<file path="src/rtl/fifo_arb_pkg.sv">
// Shared types for the FIFO write-port arbiter: word width, data word and FSM state.
package fifo_arb_pkg;

  localparam int unsigned DATA_W = 24;

  typedef enum logic {IDLE, BURST} arb_state_t;

  typedef logic [DATA_W-1:0] word_t;

endpackage

</file>
<file path="src/rtl/fifo_wr_arbiter_if.sv">
// Requester-side and FIFO-write-side signals of the write arbiter, grouped as one bundle.
interface fifo_wr_arbiter_if #(
  parameter int unsigned NUM_REQ = 4
);
  import fifo_arb_pkg::*;

  localparam int unsigned IdxW = $clog2(NUM_REQ);

  logic [NUM_REQ-1:0]        req_valid;
  logic [NUM_REQ-1:0]        req_last;
  word_t [NUM_REQ-1:0]       req_data;
  logic [NUM_REQ-1:0]        req_ready;
  logic                      full;
  logic                      w_enable;
  word_t                     w_data;
  logic [IdxW-1:0]           grant_id;
  logic                      busy;
  logic [31:0]               words_written;

  modport master (
    input  req_valid, req_last, req_data, full,
    output req_ready, w_enable, w_data, grant_id, busy, words_written
  );

  modport slave (
    output req_valid, req_last, req_data, full,
    input  req_ready, w_enable, w_data, grant_id, busy, words_written
  );

endinterface

</file>
<file path="src/rtl/rr_pick.sv">
// Combinational round-robin picker: first set request bit scanning upward from ptr_i+1.
module rr_pick #(
  parameter  int unsigned NUM_REQ = 4,
  localparam int unsigned IdxW    = $clog2(NUM_REQ)
) (
  input  logic [NUM_REQ-1:0] req_i,
  input  logic [IdxW-1:0]    ptr_i,
  output logic [IdxW-1:0]    idx_o,
  output logic               any_o
);

  logic [IdxW-1:0] cand;

  always_comb begin
    idx_o = '0;
    any_o = 1'b0;
    cand  = '0;
    // k = NUM_REQ wraps back to ptr_i itself, so the last owner is considered last.
    for (int unsigned k = 1; k <= NUM_REQ; k++) begin
      cand = IdxW'((32'(ptr_i) + k) % NUM_REQ);
      if (!any_o && req_i[cand]) begin
        any_o = 1'b1;
        idx_o = cand;
      end
    end
  end

endmodule

</file>
<file path="src/rtl/fifo_wr_arbiter.sv">
// Round-robin burst arbiter sharing the async FIFO write port among NUM_REQ requesters.
module fifo_wr_arbiter
  import fifo_arb_pkg::*;
#(
  parameter int unsigned NUM_REQ      = 4,
  parameter int unsigned MAX_BURST    = 8,
  parameter int unsigned IDLE_TIMEOUT = 4
) (
  input  logic                 w_clk,
  input  logic                 w_rst,
  fifo_wr_arbiter_if.master    bus
);

  localparam int unsigned IdxW = $clog2(NUM_REQ);

  arb_state_t          state_q;
  logic [IdxW-1:0]     grant_q;
  logic [IdxW-1:0]     rr_ptr_q;
  logic [7:0]          beat_cnt_q;
  logic [3:0]          idle_cnt_q;
  logic [31:0]         words_q;

  logic [IdxW-1:0]     winner;
  logic                any_req;
  logic                in_burst;
  logic                gnt_valid;
  logic                gnt_last;
  logic                xfer;
  logic                idle_tick;
  logic                release_burst;
  logic [NUM_REQ-1:0]  ready;

  rr_pick #(
    .NUM_REQ (NUM_REQ)
  ) u_rr_pick (
    .req_i (bus.req_valid),
    .ptr_i (rr_ptr_q),
    .idx_o (winner),
    .any_o (any_req)
  );

  assign in_burst  = (state_q == BURST);
  assign gnt_valid = bus.req_valid[grant_q];
  assign gnt_last  = bus.req_last[grant_q];
  assign xfer      = in_burst & gnt_valid & ~bus.full;
  // Full stalls neither count as idle nor release the grant.
  assign idle_tick = in_burst & ~gnt_valid & ~bus.full;

  assign release_burst = (xfer && (gnt_last || beat_cnt_q == 8'(MAX_BURST - 1))) ||
                         (idle_tick && idle_cnt_q == 4'(IDLE_TIMEOUT - 1));

  always_comb begin
    ready = '0;
    if (in_burst && !bus.full) begin
      ready[grant_q] = 1'b1;
    end
  end

  assign bus.req_ready     = ready;
  assign bus.w_enable      = xfer;
  assign bus.w_data        = xfer ? bus.req_data[grant_q] : '0;
  assign bus.grant_id      = grant_q;
  assign bus.busy          = in_burst;
  assign bus.words_written = words_q;

  always_ff @(posedge w_clk or posedge w_rst) begin
    if (w_rst) begin
      state_q    <= IDLE;
      grant_q    <= '0;
      rr_ptr_q   <= IdxW'(NUM_REQ - 1);
      beat_cnt_q <= '0;
      idle_cnt_q <= '0;
      words_q    <= '0;
    end else begin
      unique case (state_q)
        IDLE: begin
          if (any_req) begin
            grant_q    <= winner;
            state_q    <= BURST;
            beat_cnt_q <= '0;
            idle_cnt_q <= '0;
          end
        end
        BURST: begin
          if (xfer) begin
            beat_cnt_q <= beat_cnt_q + 8'd1;
            words_q    <= words_q + 32'd1;
            idle_cnt_q <= '0;
          end else if (idle_tick) begin
            idle_cnt_q <= idle_cnt_q + 4'd1;
          end
          if (release_burst) begin
            state_q  <= IDLE;
            rr_ptr_q <= grant_q;
          end
        end
        default: state_q <= IDLE;
      endcase
    end
  end

endmodule
</file>
<file path="src/flat_wrapper.sv">
// flat-port wrapper written by rule: the top's interface ports become plain ports
module fifo_wr_arbiter_flat import fifo_arb_pkg::*;
#(
  parameter int unsigned NUM_REQ      = 4,
  parameter int unsigned MAX_BURST    = 8,
  parameter int unsigned IDLE_TIMEOUT = 4
)
  (w_clk, w_rst, bus_req_valid, bus_req_last, bus_req_data, bus_full, bus_req_ready, bus_w_enable, bus_w_data, bus_grant_id, bus_busy, bus_words_written);
  fifo_wr_arbiter_if #(.NUM_REQ(NUM_REQ)) bus_i ();
  input  logic w_clk;
  input  logic w_rst;
  input wire logic [$bits(bus_i.req_valid)-1:0] bus_req_valid;
  input wire logic [$bits(bus_i.req_last)-1:0] bus_req_last;
  input wire logic [$bits(bus_i.req_data)-1:0] bus_req_data;
  input wire logic [$bits(bus_i.full)-1:0] bus_full;
  output wire logic [$bits(bus_i.req_ready)-1:0] bus_req_ready;
  output wire logic [$bits(bus_i.w_enable)-1:0] bus_w_enable;
  output wire logic [$bits(bus_i.w_data)-1:0] bus_w_data;
  output wire logic [$bits(bus_i.grant_id)-1:0] bus_grant_id;
  output wire logic [$bits(bus_i.busy)-1:0] bus_busy;
  output wire logic [$bits(bus_i.words_written)-1:0] bus_words_written;
  assign bus_i.req_valid = bus_req_valid;
  assign bus_i.req_last = bus_req_last;
  assign bus_i.req_data = bus_req_data;
  assign bus_i.full = bus_full;
  assign bus_req_ready = bus_i.req_ready;
  assign bus_w_enable = bus_i.w_enable;
  assign bus_w_data = bus_i.w_data;
  assign bus_grant_id = bus_i.grant_id;
  assign bus_busy = bus_i.busy;
  assign bus_words_written = bus_i.words_written;
  fifo_wr_arbiter #(.NUM_REQ(NUM_REQ), .MAX_BURST(MAX_BURST), .IDLE_TIMEOUT(IDLE_TIMEOUT)) u_core (.w_clk(w_clk), .w_rst(w_rst), .bus(bus_i));
endmodule
</file>
<file path="config.mk">
export PLATFORM = sky130hd
export DESIGN_NAME = fifo_wr_arbiter_flat
export DESIGN_NICKNAME = d
export VERILOG_FILES = /design/src/rtl/fifo_arb_pkg.sv /design/src/rtl/fifo_wr_arbiter_if.sv /design/src/rtl/rr_pick.sv /design/src/rtl/fifo_wr_arbiter.sv /design/src/flat_wrapper.sv
export SDC_FILE = /design/constraint.sdc
export NUM_CORES = 1
export LEC_CHECK = 0
export ABC_AREA = 1
export CORE_MARGIN = 2
export CORE_UTILIZATION = 36
export CTS_BUF_LIST = sky130_fd_sc_hd__clkbuf_2
export CTS_CLUSTER_SIZE = 10
export DETAILED_ROUTE_END_ITERATION = 8
export GPL_TIMING_DRIVEN = 0
export HOLD_SLACK_MARGIN = 0.15
export PLACE_DENSITY_LB_ADDON = 0.08
export SKIP_CTS_REPAIR_TIMING = 1
export SYNTH_ARGS = -nofsm -noshare
export SYNTH_HDL_FRONTEND = slang
export SYNTH_SLANG_ARGS = --single-unit
export TNS_END_PERCENT = 10
</file>
<file path="constraint.sdc">
create_clock -name w_clk -period 2.4 [get_ports w_clk]
set_clock_uncertainty 0.1 [all_clocks]
set_input_delay 0.24 -clock w_clk [delete_from_list [all_inputs] [get_ports w_clk]]
set_output_delay 0.24 -clock w_clk [all_outputs]
set_load 0.05 [all_outputs]
</file>
==> impl_results.md, run 1 <==
- Final Wtd Congestion: 0.924
- Minimum clock period: 2.44 ns
- Net total in the final layout: 922
- Via count of the routed design: 4742
- Total global routing overflow: 0
- Count of endpoints failing setup in the final report: 5
- VDD IR max: 0.569 mV
- Die ar.: 11800 µm²
- Outcome: finished, violations left
- Top cells by count, synth: sky130_fd_sc_hd__nand2_1 (273), sky130_fd_sc_hd__nor2_1 (53), sky130_fd_sc_hd__inv_1 (48)
- Number of search-and-repair iterations in the first detailed-routing pass: 4
- Arrival time at the worst endpoint: 2.10 ns
- Required time of the critical path: 2.06 ns
- Die boundary width: 109 µm
- HPWL after detailed placement: 11.4 mm
- Setup CP Type: flip-flop to output port
- First-iteration detailed-routing DRC count: 295
- Critical path endpoint category: output port
- Number of placed I/O pins: 171
- Transition time at the pin with the least slew margin: 0.650 ns
- DR vias/cell: 4.98
- Leading cell type by number of instances after synthesis: sky130_fd_sc_hd__nand2_1
- Number of placed cells counting well taps: 939
- HP Class: input port to flip-flop
- Worst Reg2Reg Path Length in Cells: 8
- Netlist cell types: 36
- Synthesized cell area: 3940 µm²
- N_diodes: 0
- Dominant cells by area after synthesis: sky130_fd_sc_hd__dfrtp_1 (30%), sky130_fd_sc_hd__nand2_1 (26%), sky130_fd_sc_hd__nand3_1 (5.2%)
- Layout fillers: 1092
- Total Power Consumption: 5.57 mW
- Avg Inst Size Synth: 6.27 µm²
- LEAKAGE: 2.72 nW
- Number of slew-limit violations in the final report: 0
- Setup crit end: bus_w_data[4]
- Tightest slew margin relative to the limit: 0.566
- Number of clock sinks: 49
- Die Y-Extent: 109 µm
- Final period utilization: 1.02
- Area share of the largest cell type after synthesis: 0.299
- RSZ-0062 raised after global routing: yes
- Maximum count of clock buffers along a single path: 2
- Post-route antenna net violation count: 0
- Clock buffers created by TritonCTS: 5
- Total nets after synthesis: 738
- Top_reg_cell synth: sky130_fd_sc_hd__dfrtp_1
- Count of buffers inserted at the top-level ports: 170
- Number of synthesized register bits: 49
- Share of layout cells above drive strength 1: 0.124
- Worst setup slack for register-to-register paths: 0.48 ns
- Synth-to-Final Area Change: 54.3%
- CTS root buf: sky130_fd_sc_hd__clkbuf_2
- Core utilization of the finished layout: 0.565
- Achievable frequency: 409 MHz
- Clock Pin Slew Worst Setup and Hold Paths: 0.24 ns
- DP Worst Slack: -0.524 ns
- Footprint of the multi-input gates: 2460 µm²
- Nature of the critical path startpoint: flip-flop
- Final worst slack: -0.0449 ns
- Pin count of the biggest net entering global routing: 28
- GRT Overall Usage: 0.232
- Failing checks: setup timing
- TritonCTS clock tree: done
- Rows: 38
- H-Tree Level Count: 2
- Part of the Yosys area used for sequential elements: 0.312
- Post-synth EDFFs: 0
- Fraction of registers with async set/reset: 1.00
- Beginning of the worst register-to-register path: u_core.bus.words_written[0]$_DFFE_PP0P_
- First-pass GRT wire length: 21.6 mm
- Total of max-cap violations: 0
- Fin. Hold Viols: 0
- Gate Count Post-Synth: 628
- Capture instance of the worst register-to-register path: u_core.bus.words_written[28]$_DFFE_PP0P_
- Area of the placeable core: 10700 µm²
- Routed Wire Length: 13.9 mm
- Number of antenna violations at the first check in global routing: 0
- Clock Latency Late Sink: 0.47 ns
- Power per Cell Area: 917 nW/µm²
- Launch point of the worst path: u_core.bus.grant_id[0]$_DFFE_PP0P_
- Yosys warns: 0
- Residual DRC count: 0
- Vias in the first global route: 4590
- Final routed wire length divided by cell count: 14.6 µm
- Effective utilization at floorplan: 0.366
- Post-synthesis cell type with the largest combined area: sky130_fd_sc_hd__dfrtp_1
- Critical-path maximum fanout: 8
- Final Instance Count excl. Fillers: 953
- Combined flip-flop and latch cell area: 1230 µm²
## registers in the layout (all words and copies together), names as in the netlist
| register | flops |
|---|---|
| u_core.beat_cnt_q | 8 |
| u_core.rr_ptr_q | 2 |
| u_core.idle_cnt_q | 4 |
| u_core.bus.busy | 1 |
| u_core.bus.words_written | 32 |
| u_core.bus.grant_id | 2 |
## power by group
part	leakage [nW]	internal, mW	switching [mW]	total, mW
sequential	0.639	1.03	0.249	1.28
combinational	2.05	1.35	2.48	3.83
clock	0.0366	0.172	0.286	0.458
total	2.72	2.55	3.02	5.57
## cell type report
cell class | count | share of cell area
multi-input cells | 503 | 0.405
repair buffers | 177 | 0.288
flip-flops and latches | 49 | 0.203
inverters | 56 | 0.0361
well taps | 140 | 0.0288
plain buffers | 20 | 0.0284
clock inverters | 3 | 0.00680
clock buffers | 5 | 0.00412
## through the flow
stage | cell area, µm² | hold slack [ns] | setup TNS [ns]
2_1_floorplan | 3950 | 0.349 | -4.27
3_3_place_gp | 5820 | 0.384 | -13.81
3_5_place_dp | 5850 | 0.392 | -12.20
4_1_cts | 5920 | 0.0300 | -24.19
5_1_grt | 6070 | 0.389 | -2.01
6_report | 6070 | 0.404 | -0.0995
## worst min path at each step
stage | startpoint | to | slack [ns] | cells after the start
2_1_floorplan | bus_full | u_core.idle_cnt_q[0]$_DFFE_PP0P_ | 0.35 | 3
3_3_place_gp | u_core.bus.words_written[6]$_DFFE_PP0P_ | u_core.bus.words_written[6]$_DFFE_PP0P_ | 0.38 | 1
3_5_place_dp | u_core.bus.words_written[6]$_DFFE_PP0P_ | u_core.bus.words_written[6]$_DFFE_PP0P_ | 0.39 | 1
4_1_cts | w_rst | u_core.beat_cnt_q[5]$_DFFE_PP0P_ | 0.03 | 2
5_1_grt | bus_full | u_core.idle_cnt_q[0]$_DFFE_PP0P_ | 0.39 | 4
6_report | bus_full | u_core.idle_cnt_q[0]$_DFFE_PP0P_ | 0.40 | 4
## cell families after synthesis
group | synth area share
DFF | 0.312
adders and majority gates | 0.00954
AOI/OAI and AO/OA | 0.107
xor gates and xnor gates | 0.0378
and+or+nand+nor | 0.450
buffers and inverters | 0.0839
## worst max-delay path, cell delays in order, from the launching register on
cell	delay (ns)
sky130_fd_sc_hd__dfrtp_2	0.53
sky130_fd_sc_hd__inv_2	0.10
sky130_fd_sc_hd__nand2_4	0.07
sky130_fd_sc_hd__nor2_4	0.08
sky130_fd_sc_hd__nor2_2	0.05
sky130_fd_sc_hd__nand2_4	0.08
sky130_fd_sc_hd__nand2_8	0.08
sky130_fd_sc_hd__buf_6	0.13
sky130_fd_sc_hd__clkbuf_16	0.15
sky130_fd_sc_hd__a31oi_1	0.15
sky130_fd_sc_hd__buf_4	0.22
## placed cells by master (no fill, tap or decap), types with 4 or more instances in the layout
cell type and instances:
sky130_fd_sc_hd__o21ai_1 8, sky130_fd_sc_hd__a31oi_1 18, sky130_fd_sc_hd__nand2_1 272, sky130_fd_sc_hd__nand2_2 4
sky130_fd_sc_hd__xor2_1 14, sky130_fd_sc_hd__a22oi_1 24, sky130_fd_sc_hd__clkbuf_2 8, sky130_fd_sc_hd__nand4_1 4
sky130_fd_sc_hd__inv_1 46, sky130_fd_sc_hd__nand3_1 41, sky130_fd_sc_hd__buf_2 4, sky130_fd_sc_hd__nor2_1 51
sky130_fd_sc_hd__dfrtp_1 45, sky130_fd_sc_hd__clkdlybuf4s50_1 141, sky130_fd_sc_hd__nand3b_1 5, sky130_fd_sc_hd__inv_2 7
sky130_fd_sc_hd__buf_4 26, sky130_fd_sc_hd__o21ai_0 4, sky130_fd_sc_hd__nor3_1 23, sky130_fd_sc_hd__buf_6 14
sky130_fd_sc_hd__nor2_2 8
## layer usage
metal	routed length, µm	GRT usage
met2	6990	0.411
met4	325	0.0751
met3	1000	0.0555
met5	0	0
met1	5580	0.275
No activity file was read; power rests on OpenSTA's default activity.
==> run 2: changes to the inputs <==
Settings changed: CAP_MARGIN from default to 30, CORE_UTILIZATION 36 to 48.
==> run 2 against run 1 <==
The run still ends with setup timing left. Final cell count down 3.9%. Design area down 2.6%. Fmax decreased by 0.45%. Via count grew 2.7%. Register-to-register slack got worse by 0.10 ns. Largest cell class unchanged.
==> impl_results.md, run 2 (synthesized netlist as in run 1, its figures left out) <==
- Outcome: finished, violations left
- Failing checks: setup timing
- Nature of the critical path startpoint: flip-flop
- N_diodes: 0 (unchanged)
- Die ar.: 8940 µm² (-24%)
- Transition time at the pin with the least slew margin: 0.556 ns (-0.0939 ns)
- Residual DRC count: 0 (unchanged)
- TritonCTS clock tree: done
- Maximum count of clock buffers along a single path: 2 (unchanged)
- LEAKAGE: 2.71 nW (-0.48%)
- Pin count of the biggest net entering global routing: 43 (+54%)
- Clock Pin Slew Worst Setup and Hold Paths: 0.29 ns (+0.05 ns)
- Die boundary width: 94.5 µm (-13%)
- Critical-path maximum fanout: 10 (+2)
- Total global routing overflow: 0 (unchanged)
- Largest register FFs: 32 (unchanged)
- RSZ-0062 raised after global routing: yes
- Count of endpoints failing setup in the final report: 10 (+5)
- HP Class: input port to flip-flop
- DR vias/cell: 5.32 (+6.8%)
- Number of slew-limit violations in the final report: 0 (unchanged)
- Total of max-cap violations: 0 (unchanged)
- Cell area after layout: 5920 µm² (-2.6%)
- VDD IR max: 0.577 mV (+1.3%)
- Post-detailed-placement cell area: 5800 µm² (-0.88%)
- GRT Overall Usage: 0.305 (+0.0724)
- Setup CP Type: flip-flop to output port
- Number of placed I/O pins: 171 (unchanged)
- Synth-to-Final Area Change: 50.4%
- H-Tree Level Count: 2 (unchanged)
- First-iteration detailed-routing DRC count: 241 (-18%)
- Worst setup slack for register-to-register paths: 0.38 ns (-0.10 ns)
- Via count of the routed design: 4869 (+2.7%)
- Final Wtd Congestion: 0.969 (+4.9%)
- Post-route antenna net violation count: 0 (unchanged)
- HPWL after detailed placement: 11.0 mm (-3.4%)
- Area of the placeable core: 8090 µm² (-25%)
- Minimum clock period: 2.46 ns (+0.0110 ns)
- Routed Wire Length: 13.6 mm (-2.0%)
- Number of clock sinks: 49 (unchanged)
- First-pass GRT wire length: 21.8 mm (+0.64%)
- Required time of the critical path: 2.06 ns (about the same)
- Rows: 33 (-13%)
- Vias in the first global route: 4733 (+3.1%)
- Achievable frequency: 407 MHz (-0.45%)
- Layout fillers: 699 (-36%)
- Share of layout cells above drive strength 1: 0.118 (-0.00586)
- Critical path endpoint category: output port
- Total Power Consumption: 5.40 mW (-3.0%)
- Core utilization of the finished layout: 0.731 (+0.166)
- DP Worst Slack: -0.461 ns (+0.0629 ns)
- Clock buffers created by TritonCTS: 5 (unchanged)
- Fin. Hold Viols: 0 (unchanged)
- Arrival time at the worst endpoint: 2.12 ns (+0.02 ns)
- Number of antenna violations at the first check in global routing: 0 (unchanged)
- Number of search-and-repair iterations in the first detailed-routing pass: 4 (unchanged)
- Final routed wire length divided by cell count: 14.9 µm (+2.0%)
- Most frequent cells in the layout: sky130_fd_sc_hd__nand2_1 (273), sky130_fd_sc_hd__clkdlybuf4s50_1 (141), sky130_fd_sc_hd__nor2_1 (52)
- Final period utilization: 1.02 (+0.00458)
- Fin Setup TNS: -0.266 ns (-0.167 ns)
- Die Y-Extent: 94.5 µm (-13%)
- Effective utilization at floorplan: 0.486 (+0.120)
- Final worst slack: -0.0559 ns (-0.0110 ns)
- Most common cell after layout, fill and taps aside: sky130_fd_sc_hd__nand2_1
- Clock Latency Late Sink: 0.46 ns (about the same)
- Power per Cell Area: 913 nW/µm² (-0.43%)
- Net total in the final layout: 920 (-0.22%)
- CTS root buf: sky130_fd_sc_hd__clkbuf_2
- Tightest slew margin relative to the limit: 0.628 (+0.0621)
- Count of buffers inserted at the top-level ports: 170 (unchanged)
## run 2: metrics by stage
stage,std cells,hold WS [ns]
floorplan,628,0.349
global placement,903,0.382
detailed placement,904,0.386
CTS,912,-0.162
global route,916,0.378
finish,916,0.380
## run 2: layout make-up
cell class | instances | area [µm²] | share of cell area
Sequential cell | 49 | 1230 | 0.208
Tap cell | 105 | 131 | 0.0222
Clock inverter | 3 | 26.3 | 0.00444
Clock buffer | 5 | 25.0 | 0.00423
Timing Repair Buffer | 175 | 1690 | 0.286
Buffer | 20 | 170 | 0.0288
Multi-Input combinational cell | 503 | 2420 | 0.410
Inverter | 56 | 215 | 0.0364
## run 2: layer usage
metal / routed length [µm] / share of wire / GRT usage
met5: 0 / 0 / 0
met4: 431 / 0.032 / 0.103
met3: 857 / 0.063 / 0.0615
met2: 6910 / 0.51 / 0.561
met1: 5430 / 0.40 / 0.351
## run 2: report_power, final
part | internal (mW) | total (mW) | switching, mW
combinational | 1.28 | 3.74 | 2.46
clock | 0.0783 | 0.386 | 0.308
sequential | 1.03 | 1.28 | 0.248
## run 2: final timing paths
| check | from | end | depth (start not counted) |
|---|---|---|---|
| min | bus_full | u_core.idle_cnt_q[0]$_DFFE_PP0P_ | 4 |
| min in group asynchronous | w_rst | u_core.beat_cnt_q[4]$_DFFE_PP0P_ | 3 |
| min reg2reg | u_core.bus.words_written[7]$_DFFE_PP0P_ | u_core.bus.words_written[7]$_DFFE_PP0P_ | 1 |
| max reg2reg | u_core.bus.words_written[0]$_DFFE_PP0P_ | u_core.bus.words_written[28]$_DFFE_PP0P_ | 8 |
| max in group asynchronous | w_rst | u_core.rr_ptr_q[0]$_DFFE_PP1P_ | 4 |
| max | u_core.bus.grant_id[0]$_DFFE_PP0P_ | bus_w_data[1] | 9 |
## run 2: worst max-delay path, cell delays in order, from the launching register on
cell and delay, ns:
sky130_fd_sc_hd__dfrtp_2 0.53, sky130_fd_sc_hd__inv_2 0.08, sky130_fd_sc_hd__nand2_2 0.07, sky130_fd_sc_hd__nor2_2 0.09, sky130_fd_sc_hd__nor2_2 0.05, sky130_fd_sc_hd__nand2_4 0.09
sky130_fd_sc_hd__nand2_8 0.09, sky130_fd_sc_hd__buf_4 0.19, sky130_fd_sc_hd__a31oi_1 0.15, sky130_fd_sc_hd__clkbuf_2 0.32
==> run 3: changes to the inputs <==
Settings changed: PLACE_DENSITY_LB_ADDON 0.08 to 0.2.
==> run 3 against run 2 <==
The run now ends clean. Clock-buffer cell count increased by 1. Flip-flop and latch count unchanged. Combinational power about the same. Clock power increased by 15%. First-iteration DRC count increased by 22%. Setup slack improved by 0.071 ns. Hold slack better by 0.055 ns. Register-to-register slack gained 0.11 ns. Sequential share of layout area hardly changed. Routed wire length increased by 0.63%. Critical path depth decreased by 2. Die area stayed put. Critical path type unchanged.
==> impl_results.md, run 3 (synthesized netlist as in run 1, its figures left out) <==
- Clock Latency Late Sink: 0.44 ns (-0.02 ns)
- Cell area after layout: 5930 µm² (+0.17%)
- LEAKAGE: 2.73 nW (+0.71%)
- Minimum clock period: 2.39 ns (-0.0707 ns)
- Post-route antenna net violation count: 0 (unchanged)
- HP Class: flip-flop to flip-flop
- Critical path endpoint category: output port
- Clock buffers created by TritonCTS: 5 (unchanged)
- HPWL after detailed placement: 11.2 mm (+2.2%)
- Depth of the worst hold-timing path: 1 (-3)
- Power per Cell Area: 918 nW/µm² (+0.53%)
- Final worst slack: 0.0148 ns (+0.0707 ns)
- Largest register FFs: 32 (unchanged)
- Final routed wire length divided by cell count: 15.0 µm (+0.96%)
- Final Wtd Congestion: 0.907 (-6.4%)
- Critical-path maximum fanout: 10 (unchanged)
- Number of search-and-repair iterations in the first detailed-routing pass: 7 (+3)
- Most common cell after layout, fill and taps aside: sky130_fd_sc_hd__nand2_1
- Hold_sp: u_core.bus.words_written[7]$_DFFE_PP0P_
- Final period utilization: 0.994 (-0.0295)
- Number of clock sinks: 49 (unchanged)
- Vias in the first global route: 4773 (+0.85%)
- N_diodes: 0 (unchanged)
- Worst Reg2Reg Path Length in Cells: 12 (+4)
- Number of antenna violations at the first check in global routing: 0 (unchanged)
- Effective utilization at floorplan: 0.486 (unchanged)
- Total of max-cap violations: 0 (unchanged)
- First-iteration detailed-routing DRC count: 295 (+22%)
- Pin count of the biggest net entering global routing: 27 (-37%)
- H-Tree Level Count: 2 (unchanged)
- Required time of the critical path: 2.06 ns (about the same)
- Number of placed I/O pins: 171 (unchanged)
- TritonCTS clock tree: done
- Number of slew-limit violations in the final report: 0 (unchanged)
- Footprint of the multi-input gates: 2420 µm² (about the same)
- VDD IR max: 0.503 mV (-13%)
- Max stage delay on crit path: 0.50 ns (-0.03 ns)
- Most frequent cells in the layout: sky130_fd_sc_hd__nand2_1 (273), sky130_fd_sc_hd__clkdlybuf4s50_1 (141), sky130_fd_sc_hd__nor2_1 (52)
- Arrival time at the worst endpoint: 2.05 ns (-0.07 ns)
- Synth-to-Final Area Change: 50.6%
- Residual DRC count: 0 (unchanged)
- Die ar.: 8940 µm² (unchanged)
- First-pass GRT wire length: 21.5 mm (-1.2%)
- Rows: 33 (unchanged)
- Routed Wire Length: 13.7 mm (+0.63%)
- Crit path max-delay family: buffers and inverters
- Setup CP Type: flip-flop to output port
- Critical Path Slowest Stage Cell: sky130_fd_sc_hd__dfrtp_2
- Maximum count of clock buffers along a single path: 2 (unchanged)
- Number of gates on the worst path with buffers counted: 7 (-2)
- Layout fillers: 667 (-4.6%)
- CTS root buf: sky130_fd_sc_hd__clkbuf_2
- Die boundary width: 94.5 µm (unchanged)
- GRT Overall Usage: 0.303 (-0.00131)
- DR vias/cell: 5.35 (+0.66%)
- Fin Setup TNS: 0 ns (+0.266 ns)
- RSZ-0062 raised after global routing: yes
- Area of the placeable core: 8090 µm² (unchanged)
- Total Power Consumption: 5.44 mW (+0.70%)
- Via count of the routed design: 4885 (+0.33%)
- Cell breakdown of the critical path: inv_1, nand2_1, inv_2, clkbuf_2, a22oi_1, a31oi_1, buf_4
- Achievable frequency: 419 MHz (+3.0%)
- Net total in the final layout: 917 (-0.33%)
- DP Worst Slack: -0.464 ns (-0.00301 ns)
- Fin. Hold Viols: 0 (unchanged)
- Nature of the critical path startpoint: flip-flop
- Tightest slew margin relative to the limit: 0.636 (+0.00757)
- Combined flip-flop and latch cell area: 1230 µm² (unchanged)
- Critical path buffer and inverter count: 4 (+1)
- Beginning of the worst register-to-register path: u_core.rr_ptr_q[1]$_DFFE_PP1P_
- Clock Pin Slew Worst Setup and Hold Paths: 0.24 ns (-0.05 ns)
- Outcome: finished, final reports clean
- Launch point of the worst path: u_core.bus.grant_id[1]$_DFFE_PP0P_
- Transition time at the pin with the least slew margin: 0.546 ns (-0.00962 ns)
- Total global routing overflow: 0 (unchanged)
- Count of endpoints failing setup in the final report: 0 (-10)
- Post-detailed-placement cell area: 5800 µm² (unchanged)
- Die Y-Extent: 94.5 µm (unchanged)
- Count of buffers inserted at the top-level ports: 170 (unchanged)
- Share of layout cells above drive strength 1: 0.114 (-0.00451)
- Worst setup slack for register-to-register paths: 0.49 ns (+0.11 ns)
-- run 3: cell count changes in the layout (fill, tap and decap cells not counted), sizes merged --
| cell | change |
|---|---|
| clkbuf | -8 |
| buf | +5 |
| clkinvlp | -2 |
| bufinv | +1 |
| clkinv | +1 |
| dlymetal6s2s | +1 |
| inv | -1 |
-- run 3: per-layer routing --
layer | share of wire | global-route usage | wire, µm
met3 | 0.071 | 0.0630 | 978
met4 | 0.027 | 0.115 | 365
met2 | 0.52 | 0.559 | 7140
met1 | 0.38 | 0.342 | 5230
met5 | 0 | 0 | 0
-- run 3: layout make-up --
cell class / instances / share of cell area
multi-input combinational: 503 / 0.409
sequential: 49 / 0.208
clock inverter: 2 / 0.00591
tap: 105 / 0.0222
clock buffer: 6 / 0.00507
buffer: 20 / 0.0260
inverter: 56 / 0.0363
timing repair buffer: 172 / 0.288
-- run 3: per-stage QoR --
stage / instances / hold WS (ns) / utilization
final: 913 / 0.435 / 0.732
after global routing: 913 / 0.461 / 0.732
after CTS: 912 / 0.0276 / 0.725
after detailed placement: 904 / 0.414 / 0.717
after global placement: 903 / 0.383 / 0.714
after floorplan: 628 / 0.349 / -
-- run 3: worst register-to-register path, stage by stage (launching register included) --
cell and delay, ns:
sky130_fd_sc_hd__dfstp_2 0.57, sky130_fd_sc_hd__buf_4 0.15, sky130_fd_sc_hd__inv_2 0.07, sky130_fd_sc_hd__nand2_1 0.07, sky130_fd_sc_hd__nand2_1 0.08, sky130_fd_sc_hd__nand2_1 0.11
sky130_fd_sc_hd__nand2_2 0.08, sky130_fd_sc_hd__nor2_4 0.11, sky130_fd_sc_hd__nand3_2 0.09, sky130_fd_sc_hd__nand2_4 0.11, sky130_fd_sc_hd__buf_6 0.17, sky130_fd_sc_hd__nand3_1 0.09
sky130_fd_sc_hd__nand2_1 0.08
-- run 3: worst paths after layout --
check / end
max: bus_w_data[14]
min: u_core.bus.words_written[7]$_DFFE_PP0P_
max reg2reg: u_core.beat_cnt_q[1]$_DFFE_PP0P_
min reg2reg: u_core.bus.words_written[7]$_DFFE_PP0P_
max in group asynchronous: u_core.rr_ptr_q[0]$_DFFE_PP1P_
min in group asynchronous: u_core.beat_cnt_q[5]$_DFFE_PP0P_
-- run 3: power breakdown --
group / total (mW) / switching, mW / internal (mW)
Sequential: 1.28 / 0.247 / 1.03
Combinational: 3.72 / 2.46 / 1.26
Clock: 0.443 / 0.264 / 0.179
